===== src/rtl/mac_stop_pkg.sv =====
// Shared definitions for the mac_stop block and its host-side controller:
// default dimensions, element widths and the controller state encoding.
package mac_stop_pkg;

  localparam int M_DEF      = 8;
  localparam int K_DEF      = 6;
  localparam int N_DEF      = 4;
  localparam int DW_INIT_DEF = 32;
  localparam int DW_RES_DEF  = 2 * DW_INIT_DEF + $clog2(K_DEF);

  typedef enum logic [3:0] {
    ST_IDLE,
    ST_REQ,
    ST_LOAD_A,
    ST_LOAD_B,
    ST_SEND_DONE,
    ST_WAIT_MAC,
    ST_WAIT_RES,
    ST_READ_C,
    ST_DRAIN,
    ST_RELEASE
  } ctrl_state_e;

  // Address width for an index range of n entries; never narrower than one bit.
  function automatic int addr_w(input int n);
    return (n > 1) ? $clog2(n) : 1;
  endfunction

endpackage


===== src/rtl/mac_stop_host_ctrl_if.sv =====
// Bundle of job control, data streams and block-side load/readback signals
// seen by the host controller (master) and its environment (slave).
interface mac_stop_host_ctrl_if
  import mac_stop_pkg::*;
#(
  parameter int M = M_DEF,
  parameter int K = K_DEF,
  parameter int N = N_DEF,
  parameter int DATA_WIDTH_INIT_MATRIX   = DW_INIT_DEF,
  parameter int DATA_WIDTH_RESULT_MATRIX = DW_RES_DEF
);

  logic start, busy, job_done;
  logic in_val, in_rdy;
  logic [DATA_WIDTH_INIT_MATRIX-1:0] in_data;
  logic out_val, out_rdy;
  logic [DATA_WIDTH_RESULT_MATRIX-1:0] out_data;
  logic host2block_val, host2block_rdy;
  logic block2host_rdy, block2host_val;
  logic start_reading_result_matrix, mac_done;
  logic [DATA_WIDTH_INIT_MATRIX-1:0] ext_data_in_a, ext_data_in_b;
  logic [addr_w(M)-1:0] ext_row_addr_a, ext_row_addr_c;
  logic [addr_w(K)-1:0] ext_col_addr_a, ext_row_addr_b;
  logic [addr_w(N)-1:0] ext_col_addr_b, ext_col_addr_c;
  logic ext_matrix_a_we, ext_matrix_b_we, ext_matrix_c_re;
  logic [DATA_WIDTH_RESULT_MATRIX-1:0] ext_data_out_c;
  logic done_sending_data, done_reading_result_matrix;

  modport master (
    input  start, in_val, in_data, out_rdy, host2block_rdy, block2host_val,
           start_reading_result_matrix, mac_done, ext_data_out_c,
    output busy, job_done, in_rdy, out_val, out_data, host2block_val, block2host_rdy,
           ext_data_in_a, ext_data_in_b, ext_row_addr_a, ext_col_addr_a,
           ext_row_addr_b, ext_col_addr_b, ext_row_addr_c, ext_col_addr_c,
           ext_matrix_a_we, ext_matrix_b_we, ext_matrix_c_re,
           done_sending_data, done_reading_result_matrix
  );

  modport slave (
    output start, in_val, in_data, out_rdy, host2block_rdy, block2host_val,
           start_reading_result_matrix, mac_done, ext_data_out_c,
    input  busy, job_done, in_rdy, out_val, out_data, host2block_val, block2host_rdy,
           ext_data_in_a, ext_data_in_b, ext_row_addr_a, ext_col_addr_a,
           ext_row_addr_b, ext_col_addr_b, ext_row_addr_c, ext_col_addr_c,
           ext_matrix_a_we, ext_matrix_b_we, ext_matrix_c_re,
           done_sending_data, done_reading_result_matrix
  );

endinterface


===== src/rtl/mac_stop_addr_cnt.sv =====
// Row-major (row, col) element address counter; wraps by compare so that
// non-power-of-two dimensions never rely on natural overflow.
module mac_stop_addr_cnt
  import mac_stop_pkg::*;
#(
  parameter int ROWS = M_DEF,
  parameter int COLS = K_DEF
) (
  input  logic                      clk,
  input  logic                      reset,
  input  logic                      inc,
  input  logic                      clr,
  output logic [addr_w(ROWS)-1:0]   row,
  output logic [addr_w(COLS)-1:0]   col,
  output logic                      last
);

  localparam int RW = addr_w(ROWS);
  localparam int CW = addr_w(COLS);
  localparam logic [RW-1:0] ROW_MAX = RW'(ROWS - 1);
  localparam logic [CW-1:0] COL_MAX = CW'(COLS - 1);

  assign last = (row == ROW_MAX) && (col == COL_MAX);

  always_ff @(posedge clk or posedge reset) begin
    if (reset) begin
      row <= '0;
      col <= '0;
    end else if (clr) begin
      row <= '0;
      col <= '0;
    end else if (inc) begin
      if (col == COL_MAX) begin
        col <= '0;
        row <= (row == ROW_MAX) ? '0 : row + 1'b1;
      end else begin
        col <= col + 1'b1;
      end
    end
  end

endmodule


===== src/rtl/mac_stop_host_ctrl.sv =====
// Host-side initiator for mac_stop_top: loads A then B, waits for the MAC,
// streams C out row-major with backpressure, then releases the block.
//   IDLE/REQ        wait for start / request block for loading
//   LOAD_A/LOAD_B   write streamed elements into A then B
//   SEND_DONE       one-cycle end-of-load pulse
//   WAIT_MAC/WAIT_RES  wait for compute, then for result permission
//   READ_C/DRAIN/RELEASE  stream C, flush last element, release block
module mac_stop_host_ctrl
  import mac_stop_pkg::*;
#(
  parameter int M = M_DEF,
  parameter int K = K_DEF,
  parameter int N = N_DEF,
  parameter int DATA_WIDTH_INIT_MATRIX   = DW_INIT_DEF,
  parameter int DATA_WIDTH_RESULT_MATRIX = DW_RES_DEF
) (
  input logic                  clk,
  input logic                  reset,
  mac_stop_host_ctrl_if.master bus
);

  ctrl_state_e state;
  logic a_inc, b_inc, c_inc, cnt_clr;
  logic a_last, b_last, c_last;
  logic capture;
  logic out_val_q;
  logic [DATA_WIDTH_RESULT_MATRIX-1:0] out_data_q;

  assign bus.in_rdy  = ((state == ST_LOAD_A) || (state == ST_LOAD_B)) && bus.host2block_rdy;
  assign a_inc       = (state == ST_LOAD_A) && bus.in_val && bus.in_rdy;
  assign b_inc       = (state == ST_LOAD_B) && bus.in_val && bus.in_rdy;
  // A new element may enter the output register only when it is empty or draining.
  assign capture     = (state == ST_READ_C) && (!out_val_q || bus.out_rdy);
  assign c_inc       = capture;
  assign cnt_clr     = (state == ST_IDLE);

  assign bus.ext_matrix_a_we = a_inc;
  assign bus.ext_matrix_b_we = b_inc;
  assign bus.ext_matrix_c_re = (state == ST_READ_C);
  assign bus.ext_data_in_a   = a_inc ? bus.in_data : '0;
  assign bus.ext_data_in_b   = b_inc ? bus.in_data : '0;

  assign bus.busy           = (state != ST_IDLE) && (state != ST_RELEASE);
  assign bus.host2block_val = (state == ST_REQ) || (state == ST_LOAD_A) || (state == ST_LOAD_B);
  assign bus.block2host_rdy = (state == ST_WAIT_RES) || (state == ST_READ_C) || (state == ST_DRAIN);
  assign bus.done_sending_data          = (state == ST_SEND_DONE);
  assign bus.done_reading_result_matrix = (state == ST_RELEASE);
  assign bus.job_done       = (state == ST_RELEASE);
  assign bus.out_val        = out_val_q;
  assign bus.out_data       = out_data_q;

  mac_stop_addr_cnt #(.ROWS(M), .COLS(K)) u_cnt_a (
    .clk(clk), .reset(reset), .inc(a_inc), .clr(cnt_clr),
    .row(bus.ext_row_addr_a), .col(bus.ext_col_addr_a), .last(a_last)
  );

  mac_stop_addr_cnt #(.ROWS(K), .COLS(N)) u_cnt_b (
    .clk(clk), .reset(reset), .inc(b_inc), .clr(cnt_clr),
    .row(bus.ext_row_addr_b), .col(bus.ext_col_addr_b), .last(b_last)
  );

  mac_stop_addr_cnt #(.ROWS(M), .COLS(N)) u_cnt_c (
    .clk(clk), .reset(reset), .inc(c_inc), .clr(cnt_clr),
    .row(bus.ext_row_addr_c), .col(bus.ext_col_addr_c), .last(c_last)
  );

  always_ff @(posedge clk or posedge reset) begin
    if (reset) begin
      state      <= ST_IDLE;
      out_val_q  <= 1'b0;
      out_data_q <= '0;
    end else begin
      if (capture) begin
        out_val_q  <= 1'b1;
        out_data_q <= bus.ext_data_out_c;
      end else if (out_val_q && bus.out_rdy) begin
        out_val_q  <= 1'b0;
      end

      case (state)
        ST_IDLE:      if (bus.start) state <= ST_REQ;
        ST_REQ:       if (bus.host2block_rdy) state <= ST_LOAD_A;
        ST_LOAD_A:    if (a_inc && a_last) state <= ST_LOAD_B;
        ST_LOAD_B:    if (b_inc && b_last) state <= ST_SEND_DONE;
        ST_SEND_DONE: state <= ST_WAIT_MAC;
        ST_WAIT_MAC:  if (bus.mac_done) state <= ST_WAIT_RES;
        ST_WAIT_RES:  if (bus.block2host_val && bus.start_reading_result_matrix) state <= ST_READ_C;
        ST_READ_C:    if (capture && c_last) state <= ST_DRAIN;
        ST_DRAIN:     if (out_val_q && bus.out_rdy) state <= ST_RELEASE;
        ST_RELEASE:   state <= ST_IDLE;
        default:      state <= ST_IDLE;
      endcase
    end
  end

endmodule

===== src/flat_wrapper.sv =====
// flat-port wrapper written by rule: the top's interface ports become plain ports
module mac_stop_host_ctrl_flat import mac_stop_pkg::*;
#(
  parameter int M = M_DEF,
  parameter int K = K_DEF,
  parameter int N = N_DEF,
  parameter int DATA_WIDTH_INIT_MATRIX   = DW_INIT_DEF,
  parameter int DATA_WIDTH_RESULT_MATRIX = DW_RES_DEF
)
  (clk, reset, bus_start, bus_in_val, bus_in_data, bus_out_rdy, bus_host2block_rdy, bus_block2host_val, bus_start_reading_result_matrix, bus_mac_done, bus_ext_data_out_c, bus_busy, bus_job_done, bus_in_rdy, bus_out_val, bus_out_data, bus_host2block_val, bus_block2host_rdy, bus_ext_data_in_a, bus_ext_data_in_b, bus_ext_row_addr_a, bus_ext_col_addr_a, bus_ext_row_addr_b, bus_ext_col_addr_b, bus_ext_row_addr_c, bus_ext_col_addr_c, bus_ext_matrix_a_we, bus_ext_matrix_b_we, bus_ext_matrix_c_re, bus_done_sending_data, bus_done_reading_result_matrix);
  mac_stop_host_ctrl_if #(.M(M), .K(K), .N(N), .DATA_WIDTH_INIT_MATRIX(DATA_WIDTH_INIT_MATRIX), .DATA_WIDTH_RESULT_MATRIX(DATA_WIDTH_RESULT_MATRIX)) bus_i ();
  input logic clk;
  input logic reset;
  input wire logic [$bits(bus_i.start)-1:0] bus_start;
  input wire logic [$bits(bus_i.in_val)-1:0] bus_in_val;
  input wire logic [$bits(bus_i.in_data)-1:0] bus_in_data;
  input wire logic [$bits(bus_i.out_rdy)-1:0] bus_out_rdy;
  input wire logic [$bits(bus_i.host2block_rdy)-1:0] bus_host2block_rdy;
  input wire logic [$bits(bus_i.block2host_val)-1:0] bus_block2host_val;
  input wire logic [$bits(bus_i.start_reading_result_matrix)-1:0] bus_start_reading_result_matrix;
  input wire logic [$bits(bus_i.mac_done)-1:0] bus_mac_done;
  input wire logic [$bits(bus_i.ext_data_out_c)-1:0] bus_ext_data_out_c;
  output wire logic [$bits(bus_i.busy)-1:0] bus_busy;
  output wire logic [$bits(bus_i.job_done)-1:0] bus_job_done;
  output wire logic [$bits(bus_i.in_rdy)-1:0] bus_in_rdy;
  output wire logic [$bits(bus_i.out_val)-1:0] bus_out_val;
  output wire logic [$bits(bus_i.out_data)-1:0] bus_out_data;
  output wire logic [$bits(bus_i.host2block_val)-1:0] bus_host2block_val;
  output wire logic [$bits(bus_i.block2host_rdy)-1:0] bus_block2host_rdy;
  output wire logic [$bits(bus_i.ext_data_in_a)-1:0] bus_ext_data_in_a;
  output wire logic [$bits(bus_i.ext_data_in_b)-1:0] bus_ext_data_in_b;
  output wire logic [$bits(bus_i.ext_row_addr_a)-1:0] bus_ext_row_addr_a;
  output wire logic [$bits(bus_i.ext_col_addr_a)-1:0] bus_ext_col_addr_a;
  output wire logic [$bits(bus_i.ext_row_addr_b)-1:0] bus_ext_row_addr_b;
  output wire logic [$bits(bus_i.ext_col_addr_b)-1:0] bus_ext_col_addr_b;
  output wire logic [$bits(bus_i.ext_row_addr_c)-1:0] bus_ext_row_addr_c;
  output wire logic [$bits(bus_i.ext_col_addr_c)-1:0] bus_ext_col_addr_c;
  output wire logic [$bits(bus_i.ext_matrix_a_we)-1:0] bus_ext_matrix_a_we;
  output wire logic [$bits(bus_i.ext_matrix_b_we)-1:0] bus_ext_matrix_b_we;
  output wire logic [$bits(bus_i.ext_matrix_c_re)-1:0] bus_ext_matrix_c_re;
  output wire logic [$bits(bus_i.done_sending_data)-1:0] bus_done_sending_data;
  output wire logic [$bits(bus_i.done_reading_result_matrix)-1:0] bus_done_reading_result_matrix;
  assign bus_i.start = bus_start;
  assign bus_i.in_val = bus_in_val;
  assign bus_i.in_data = bus_in_data;
  assign bus_i.out_rdy = bus_out_rdy;
  assign bus_i.host2block_rdy = bus_host2block_rdy;
  assign bus_i.block2host_val = bus_block2host_val;
  assign bus_i.start_reading_result_matrix = bus_start_reading_result_matrix;
  assign bus_i.mac_done = bus_mac_done;
  assign bus_i.ext_data_out_c = bus_ext_data_out_c;
  assign bus_busy = bus_i.busy;
  assign bus_job_done = bus_i.job_done;
  assign bus_in_rdy = bus_i.in_rdy;
  assign bus_out_val = bus_i.out_val;
  assign bus_out_data = bus_i.out_data;
  assign bus_host2block_val = bus_i.host2block_val;
  assign bus_block2host_rdy = bus_i.block2host_rdy;
  assign bus_ext_data_in_a = bus_i.ext_data_in_a;
  assign bus_ext_data_in_b = bus_i.ext_data_in_b;
  assign bus_ext_row_addr_a = bus_i.ext_row_addr_a;
  assign bus_ext_col_addr_a = bus_i.ext_col_addr_a;
  assign bus_ext_row_addr_b = bus_i.ext_row_addr_b;
  assign bus_ext_col_addr_b = bus_i.ext_col_addr_b;
  assign bus_ext_row_addr_c = bus_i.ext_row_addr_c;
  assign bus_ext_col_addr_c = bus_i.ext_col_addr_c;
  assign bus_ext_matrix_a_we = bus_i.ext_matrix_a_we;
  assign bus_ext_matrix_b_we = bus_i.ext_matrix_b_we;
  assign bus_ext_matrix_c_re = bus_i.ext_matrix_c_re;
  assign bus_done_sending_data = bus_i.done_sending_data;
  assign bus_done_reading_result_matrix = bus_i.done_reading_result_matrix;
  mac_stop_host_ctrl #(.M(M), .K(K), .N(N), .DATA_WIDTH_INIT_MATRIX(DATA_WIDTH_INIT_MATRIX), .DATA_WIDTH_RESULT_MATRIX(DATA_WIDTH_RESULT_MATRIX)) u_core (.clk(clk), .reset(reset), .bus(bus_i));
endmodule

===== config.mk =====
export PLATFORM = sky130hd
export DESIGN_NAME = mac_stop_host_ctrl_flat
export DESIGN_NICKNAME = d
export VERILOG_FILES = /design/src/rtl/mac_stop_pkg.sv /design/src/rtl/mac_stop_host_ctrl_if.sv /design/src/rtl/mac_stop_addr_cnt.sv /design/src/rtl/mac_stop_host_ctrl.sv /design/src/flat_wrapper.sv
export SDC_FILE = /design/constraint.sdc
export NUM_CORES = 1
export LEC_CHECK = 0
export CORE_MARGIN = 3
export CORE_UTILIZATION = 35
export CTS_CLUSTER_DIAMETER = 60
export DETAILED_ROUTE_END_ITERATION = 8
export PLACE_DENSITY_LB_ADDON = 0.15
export SETUP_SLACK_MARGIN = 0.15
export SYNTH_ARGS = -nofsm -noshare
export SYNTH_HDL_FRONTEND = slang
export SYNTH_HIERARCHICAL = 1
export SYNTH_SLANG_ARGS = --single-unit

===== constraint.sdc =====
create_clock -name clk -period 3.45 [get_ports clk]
set_input_delay 0.5175 -clock clk [delete_from_list [all_inputs] [get_ports clk]]
set_output_delay 0.5175 -clock clk [all_outputs]
set_load 0.02 [all_outputs]

Word-level counts from Yosys, hierarchy flattened
Index checks and enable logic that the tools add are counted.

operators by class
  $add $sub $neg = 6
  equality and inequality tests = 24
  mux-type cells = 34
  reductions and logical operators = 35

operators by type and width
  operator                                                                 count
  32-bit two-way mux                                                       2
  3-bit two-way mux                                                        15
  4-bit case mux with 9 select lines                                       1
  4-bit two-way mux                                                        8
  4-bit by 3-bit == test with 1-bit output, second input constant          4
  1-bit logical AND                                                        15
  2-bit inequality test, second input constant                             7
  2-bit nonzero test                                                       7
  3-bit by 1-bit adder with 3-bit output, second input constant            4
  3-bit == test, second input constant                                     4
  2-bit two-way mux                                                        6
  4-bit by 2-bit == test with 1-bit output, second input constant          2
  4-bit == test, second input constant                                     2
  8-bit AND reduction                                                      1
  1-bit logical OR                                                         6
  2-bit AND reduction                                                      3
  2-bit by 1-bit adder with 2-bit output, second input constant            2
  2-bit == test, second input constant                                     2
  4-bit by 1-bit == test with 1-bit output, second input constant          1
  4-bit zero test                                                          1
  4-bit inequality test, second input constant                             1
  4-bit nonzero test                                                       1
  1-bit two-way mux                                                        2
  2-bit by 1-bit inequality test with 1-bit output, second input constant  1
  1-bit zero test                                                          1

storage, ports and cells
  bits in registers = 88
  bits of input ports = 108
  output and inout bits = 158
  word-level logic and storage cells = 108

Logic depth before layout (Yosys ltp)
  depth after elaboration = 7
  gate-level depth with buffers = 9
  depth with buffers taken out = 7

By module
The synthesis kept the hierarchy.

modules (own cells, without submodules)
  module                               instances  cells each  area an instance (um2)  seq. area each (um2)
  mac_stop_host_ctrl                   1          270         3,368.2                 1,801.7
  mac_stop_addr_cnt at u_core.u_cnt_a  1          29          340.3                   150.1
  mac_stop_addr_cnt at u_core.u_cnt_c  1          25          291.5                   125.1
  mac_stop_addr_cnt at u_core.u_cnt_b  1          23          265.3                   125.1

Worst setup path after synthesis
No wires, ideal clock.

  path kind = register -> output
  start = register u_core.state[2]
  end = output port bus_busy
  arrival time = 2.165 ns
  data required time = 2.932 ns
  setup slack = 0.767 ns
  stages on the path, launching flop included = 4
  buffers on the path = 1
  cell sequence = dfrtp_1 > buf_2 > nor4_1 > nor2_1

on the way
  longest elaborated chain between the ends = 2
  elaborated cells on any way between the ends = 3
  those cells by class = 1 x eq/ne; 2 x reduce/logical

ends and longest elaborated chain
  what                                                                RTL line                  RTL
  from (decl)                                                         mac_stop_host_ctrl.sv:22  ctrl_state_e state;
  from (signal assigned)                                              mac_stop_host_ctrl.sv:69  state <= ST_IDLE;
  from (signal assigned)                                              mac_stop_host_ctrl.sv:81  ST_IDLE: if (bus.start) state <= ST_REQ;
  from (signal assigned)                                              mac_stop_host_ctrl.sv:82  ST_REQ: if (bus.host2block_rdy) state <= ST_LOAD_A;
  4-bit inequality test / 4-bit nonzero test (equally long branches)  mac_stop_host_ctrl.sv:43  assign bus.busy = (state != ST_IDLE) && (state != ST_RELEASE);
  1-bit logical AND *                                                 mac_stop_host_ctrl.sv:43
  to (decl)                                                           flat_wrapper.sv:23        output wire logic [$bits(bus_i.busy)-1:0] bus_busy;

Mark *: on every way between the ends. The rest lies on a longest branch, timed or not.

Worst setup path in the final report
  start = register u_core.state[1]
  end = output port bus_ext_data_in_a[31]

on the way
  longest elaborated chain between the ends = 5
  elaborated cells on any way between the ends = 7
  those cells by class = 2 x eq/ne; 1 x mux; 4 x reduce/logical

ends and longest elaborated chain
  what                                                         RTL line                                            RTL
  4-bit by 2-bit == test with 1-bit output (on tied branches)  mac_stop_host_ctrl.sv:29, mac_stop_host_ctrl.sv:30
  1-bit logical OR                                             mac_stop_host_ctrl.sv:29                            assign bus.in_rdy = ((state == ST_LOAD_A) || (state == ST_LOAD_B)) && bus.host2block_rdy;
  1-bit logical AND                                            mac_stop_host_ctrl.sv:29
  1-bit logical AND *                                          mac_stop_host_ctrl.sv:30                            assign a_inc = (state == ST_LOAD_A) && bus.in_val && bus.in_rdy;
  32-bit two-way mux *                                         mac_stop_host_ctrl.sv:40                            assign bus.ext_data_in_a = a_inc ? bus.in_data : '0;
  to (decl)                                                    flat_wrapper.sv:30                                  output wire logic [$bits(bus_i.ext_data_in_a)-1:0] bus_ext_data_in_a;

Marked as above.

==> results by stage <==
Timing:
- The setup-violating endpoint count in the final report is 0.
- The minimum clock period is between 3 and 4 ns.
- The final hold slack is approximately 0.49 ns.
- The relative slew slack is between 50% and 60%.
- The clock skew is ~0.0072 ns.
- For the pin with the worst max-slew slack, the measured transition is between 0.7 and 0.8 ns.
- The highest clock rate is roughly 330 MHz.
- The number of slew-limit violations in the final report is 0.
- The final critical path takes up around nine tenths of the cycle.
- The final hold violation count was 0.
- The sum of negative setup slack is 0 ns.
- Setup repair after global routing left no endpoint under its margin.

Clock network:
- In this run, post-CTS hold repair placed 0 buffers.
- The post-CTS setup repair buffer count is 0.
- The clock latency on the worst-skew pair is around 0.34 ns.
- The clock passes through at most 2 buffers.
- The root buffer cell chosen for the clock tree is sky130_fd_sc_hd__clkbuf_16.
- The H-tree generated during clock tree synthesis spans 3 levels.
- The sink count of the clock tree is 88.
- The total CTS buffers is 9.
- Post-CTS repair changed the size of 0 cells.
- After clock tree synthesis, the clock-pin slew on the worst setup and hold paths is approximately 0.060 ns.
- The TritonCTS clock tree is built.

Floorplan:
- The standard cell core area is roughly 12000 um^2.
- The effective utilization at floorplan is roughly 37%.
- The count of standard-cell rows is 39.
- In this run the count of I/O pins placed on the die edge is between 200 and 300.
- The die covers ~14000 um^2.
- In this run the vertical extent of the chip is around 120 um.
- The chip width is roughly 120 um.

Synth:
- After synthesis, the share of flip-flops with an asynchronous set or reset is 100%.
- The fraction of the mapped netlist area in adder cells is ~1.8%.
- The synthesized area divided by synthesized cell count is approximately 12 um^2.
- The netlist area before placement is about 4300 um^2.
- The total nets after synthesis is 461.
- For this run, the register share of the synthesized area comes to approximately half.
- The proportion of synthesized area in mux cells is between 20 and 25%.
- The netlist uses 45 different library cells.
- The Yosys step of the flow raised 6 warnings.
- The synthesized netlist devotes less than 1% of its cell area to XOR and XNOR gates.
- After synthesis, the largest family of logic cells by area is multiplexers.
- The most used flip-flop cell after synthesis is sky130_fd_sc_hd__dfrtp_1.
- Counting flops and latches in the post-synthesis netlist gives between 80 and 90.
- The number of enable flip-flop cells after synthesis is 0.
- The number of cells produced by synthesis is around 350.
- The simple-gate area share of the yosys netlist is between 15 and 20%.
- The complex-gate fraction of the synthesized area is between 5 and 6%.

Routing:
- The mean routed wirelength per cell is between 15 and 20 um.
- After detailed routing, the number of remaining DRC violations is 0.
- The count of nets left with antenna violations after detail routing is 0.
- Summed over all layers, the routed wires come to around 13000 um.
- The iteration-0 DRC count of the detailed router is 174.
- Using the TritonRoute via totals, the vias-per-cell ratio works out to about 4.7.
- The first detailed-routing pass ran for 4 iterations.
- The detailed router placed approximately 3600 vias in this run.

Critical path:
- Of all nets on the critical path, the largest fanout is 32.
- The data required time at the worst endpoint is just under 3 ns.
- Among cell families on the critical path, the largest total delay comes from buffers and inverters.
- Walking the worst path, the cells encountered are inv_1, nor2_1, nand3_1, nor3_2, buf_4, and2_1, clkdlybuf4s50_1.
- The setup check on the worst reg-to-reg path leaves a slack of 1.24 ns.
- The largest incremental delay on the critical path is 0.61 ns.
- By startpoint and endpoint, the worst setup path is classified as flop to primary output.
- The reg-to-reg startpoint is u_core/state[0].
- The count of buffer and inverter cells on the critical path is 3.
- On the critical path, the stage with the largest delay is an instance of sky130_fd_sc_hd__clkdlybuf4s50_1.
- The number of cells on the worst reg-to-reg path is 4.
- The data arrival time of the worst path is between 2 and 3 ns.
- The critical path runs through a total of 7 cells.
- The destination of the worst register-to-register timing path is u_core/bus.out_data[49].
- The worst setup path is launched from a flop.
- STA classifies the critical path endpoint as a primary output.

GRT:
- Global routing used about 18% of the available tracks across all layers.
- The overflow left after global routing is 0.
- Entering global routing, the biggest net connects 73 pins.
- The wire length of the first global-routing pass is 19200 um.
- The number of antenna violations at the first check in global routing was 1.
- The via count of the first global-routing pass came to between 3000 and 4000.

Placement:
- The global placement routability congestion is ~0.77.
- The port buffer count is between 200 and 300.
- The sum of net half-perimeters after detailed placement is just over 10000 um.
- The number of placed instances, taps included is roughly 740.

Cells and area:
- The fraction of final layout cells with drive strength greater than 1 is ~18%.
- The antenna diode instance count is 0.
- After filler insertion, the fill cell instance count of the layout stands at approximately 970.
- The final non-filler cell total is between 700 and 800.
- After the last flow step, the layout net total stands at about 720.
- The layout overhead on the synthesized area is 72.3%.
- Cells fill between 60 and 70% of the core in the end.

Pwr:
- For this design the ratio of total power to cell area is about 760 nW/um^2.
- Across the VDD grid, the largest voltage drop is ~0.46 mV.
- The leakage power total is between 3 and 4 nW.

Status:
- The run finished with clean final reports.

Job:
- The max-capacitance violation count is 0.

Worst hold path:
- The min-delay analysis places its worst path in the category input port to async pin.
layout make-up:
cell class              count  area (um^2)  area share [%]
flip-flops and latches     88         2200            30.0
inverters                   8         30.0           0.409
well taps                 143          179            2.43
clock inverters             4         27.5           0.374
clock buffers              12          256            3.49
multi-input cells         230         1920            26.2
repair buffers            272         2730            37.1
how the worst max path moves through the flow:
stage	from	end	slack [ns]
2_1_floorplan	u_core/state[2]	bus_busy	0.77
3_3_place_gp	bus_host2block_rdy	bus_ext_data_in_a[10]	0.60
3_5_place_dp	bus_host2block_rdy	bus_ext_data_in_a[31]	0.53
4_1_cts	u_core/state[1]	bus_ext_data_in_a[31]	0.28
5_1_grt	u_core/state[1]	bus_ext_data_in_a[24]	0.21
6_report	u_core/state[1]	bus_ext_data_in_a[31]	0.40
layer usage:
metal / global-route usage (%) / up-vias / part of all wire (%) / wire length [um]
li1: - / 1718 / - / -
met1: 21.8 / 1718 / 39 / 4930
met2: 32.4 / 109 / 54 / 6840
met3: 4.66 / 14 / 6.1 / 771
met4: 5.49 / 2 / 1.4 / 174
met5: 0 / - / 0.10 / 13
report_power, final:
group          total [W]  internal, W  switching, W
logic            0.00288      0.00153       0.00135
clock network   0.000916     0.000529      0.000387
registers        0.00177      0.00149      0.000281
total            0.00556      0.00355       0.00201
cells in the mapped netlist, drive strengths merged (6+ instances only):
cell type	n	area [um^2]
dfrtp	88	2200
mux2	70	792
and2	65	407
buf	13	97.6
a21oi	12	67.6
nor2	10	40.0
clkbuf	8	30.0
inv	8	30.0
nand2b	8	50.1
mux2i	7	70.1
a21bo	6	60.1
ha	6	75.1
nand2	6	22.5
kinds of logic after synthesis:
| logic type | count (synthesis) |
|---|---|
| simple gates | 117 |
| mux | 77 |
| compound gates | 29 |
| buf+inv | 29 |
| fa+ha+maj | 6 |
| flops | 88 |
| xor+xnor | 1 |
stage by stage:
step | area [um^2] | total power (W) | worst slack, ns
2_1_floorplan | 4270 | 0.00333 | 0.767
3_3_place_gp | 7070 | 0.00465 | 0.604
3_5_place_dp | 7070 | 0.00471 | 0.526
4_1_cts | 7350 | 0.00564 | 0.284
5_1_grt | 7350 | 0.00589 | 0.205
6_report | 7350 | 0.00556 | 0.400
worst register-to-register path: stages, from the launching register on:
cell and delay, ns:
sky130_fd_sc_hd__dfrtp_1 0.60, sky130_fd_sc_hd__nand4b_1 0.31, sky130_fd_sc_hd__nor2b_4 0.41, sky130_fd_sc_hd__buf_12 0.35, sky130_fd_sc_hd__mux2_2 0.42
cell usage in the layout, fill, tap and decap left out, types with 3 or more instances in the layout:
master	count
sky130_fd_sc_hd__buf_4	5
sky130_fd_sc_hd__o21ai_0	3
sky130_fd_sc_hd__mux2_2	68
sky130_fd_sc_hd__and2_1	65
sky130_fd_sc_hd__or3b_1	3
sky130_fd_sc_hd__nor2_1	9
sky130_fd_sc_hd__inv_1	7
sky130_fd_sc_hd__mux2i_1	7
sky130_fd_sc_hd__clkdlybuf4s50_1	265
sky130_fd_sc_hd__ha_1	6
sky130_fd_sc_hd__nand4b_1	3
sky130_fd_sc_hd__dfrtp_1	87
sky130_fd_sc_hd__nand2_1	6
sky130_fd_sc_hd__a21bo_2	6
sky130_fd_sc_hd__clkbuf_16	9
sky130_fd_sc_hd__a21oi_1	10
sky130_fd_sc_hd__nand2b_1	8
flip-flops by register name, summed over array words and instances (netlist names):
name / cells
u_core/bus.out_data: 67
u_core/state: 4
u_core/u_cnt_a/col: 3
u_core/u_cnt_a/row: 3
u_core/u_cnt_b/row: 3
u_core/u_cnt_c/row: 3
u_core/u_cnt_b/col: 2
u_core/u_cnt_c/col: 2
u_core/bus.out_val: 1
Note: power is estimated with default switching activity, not from simulation.
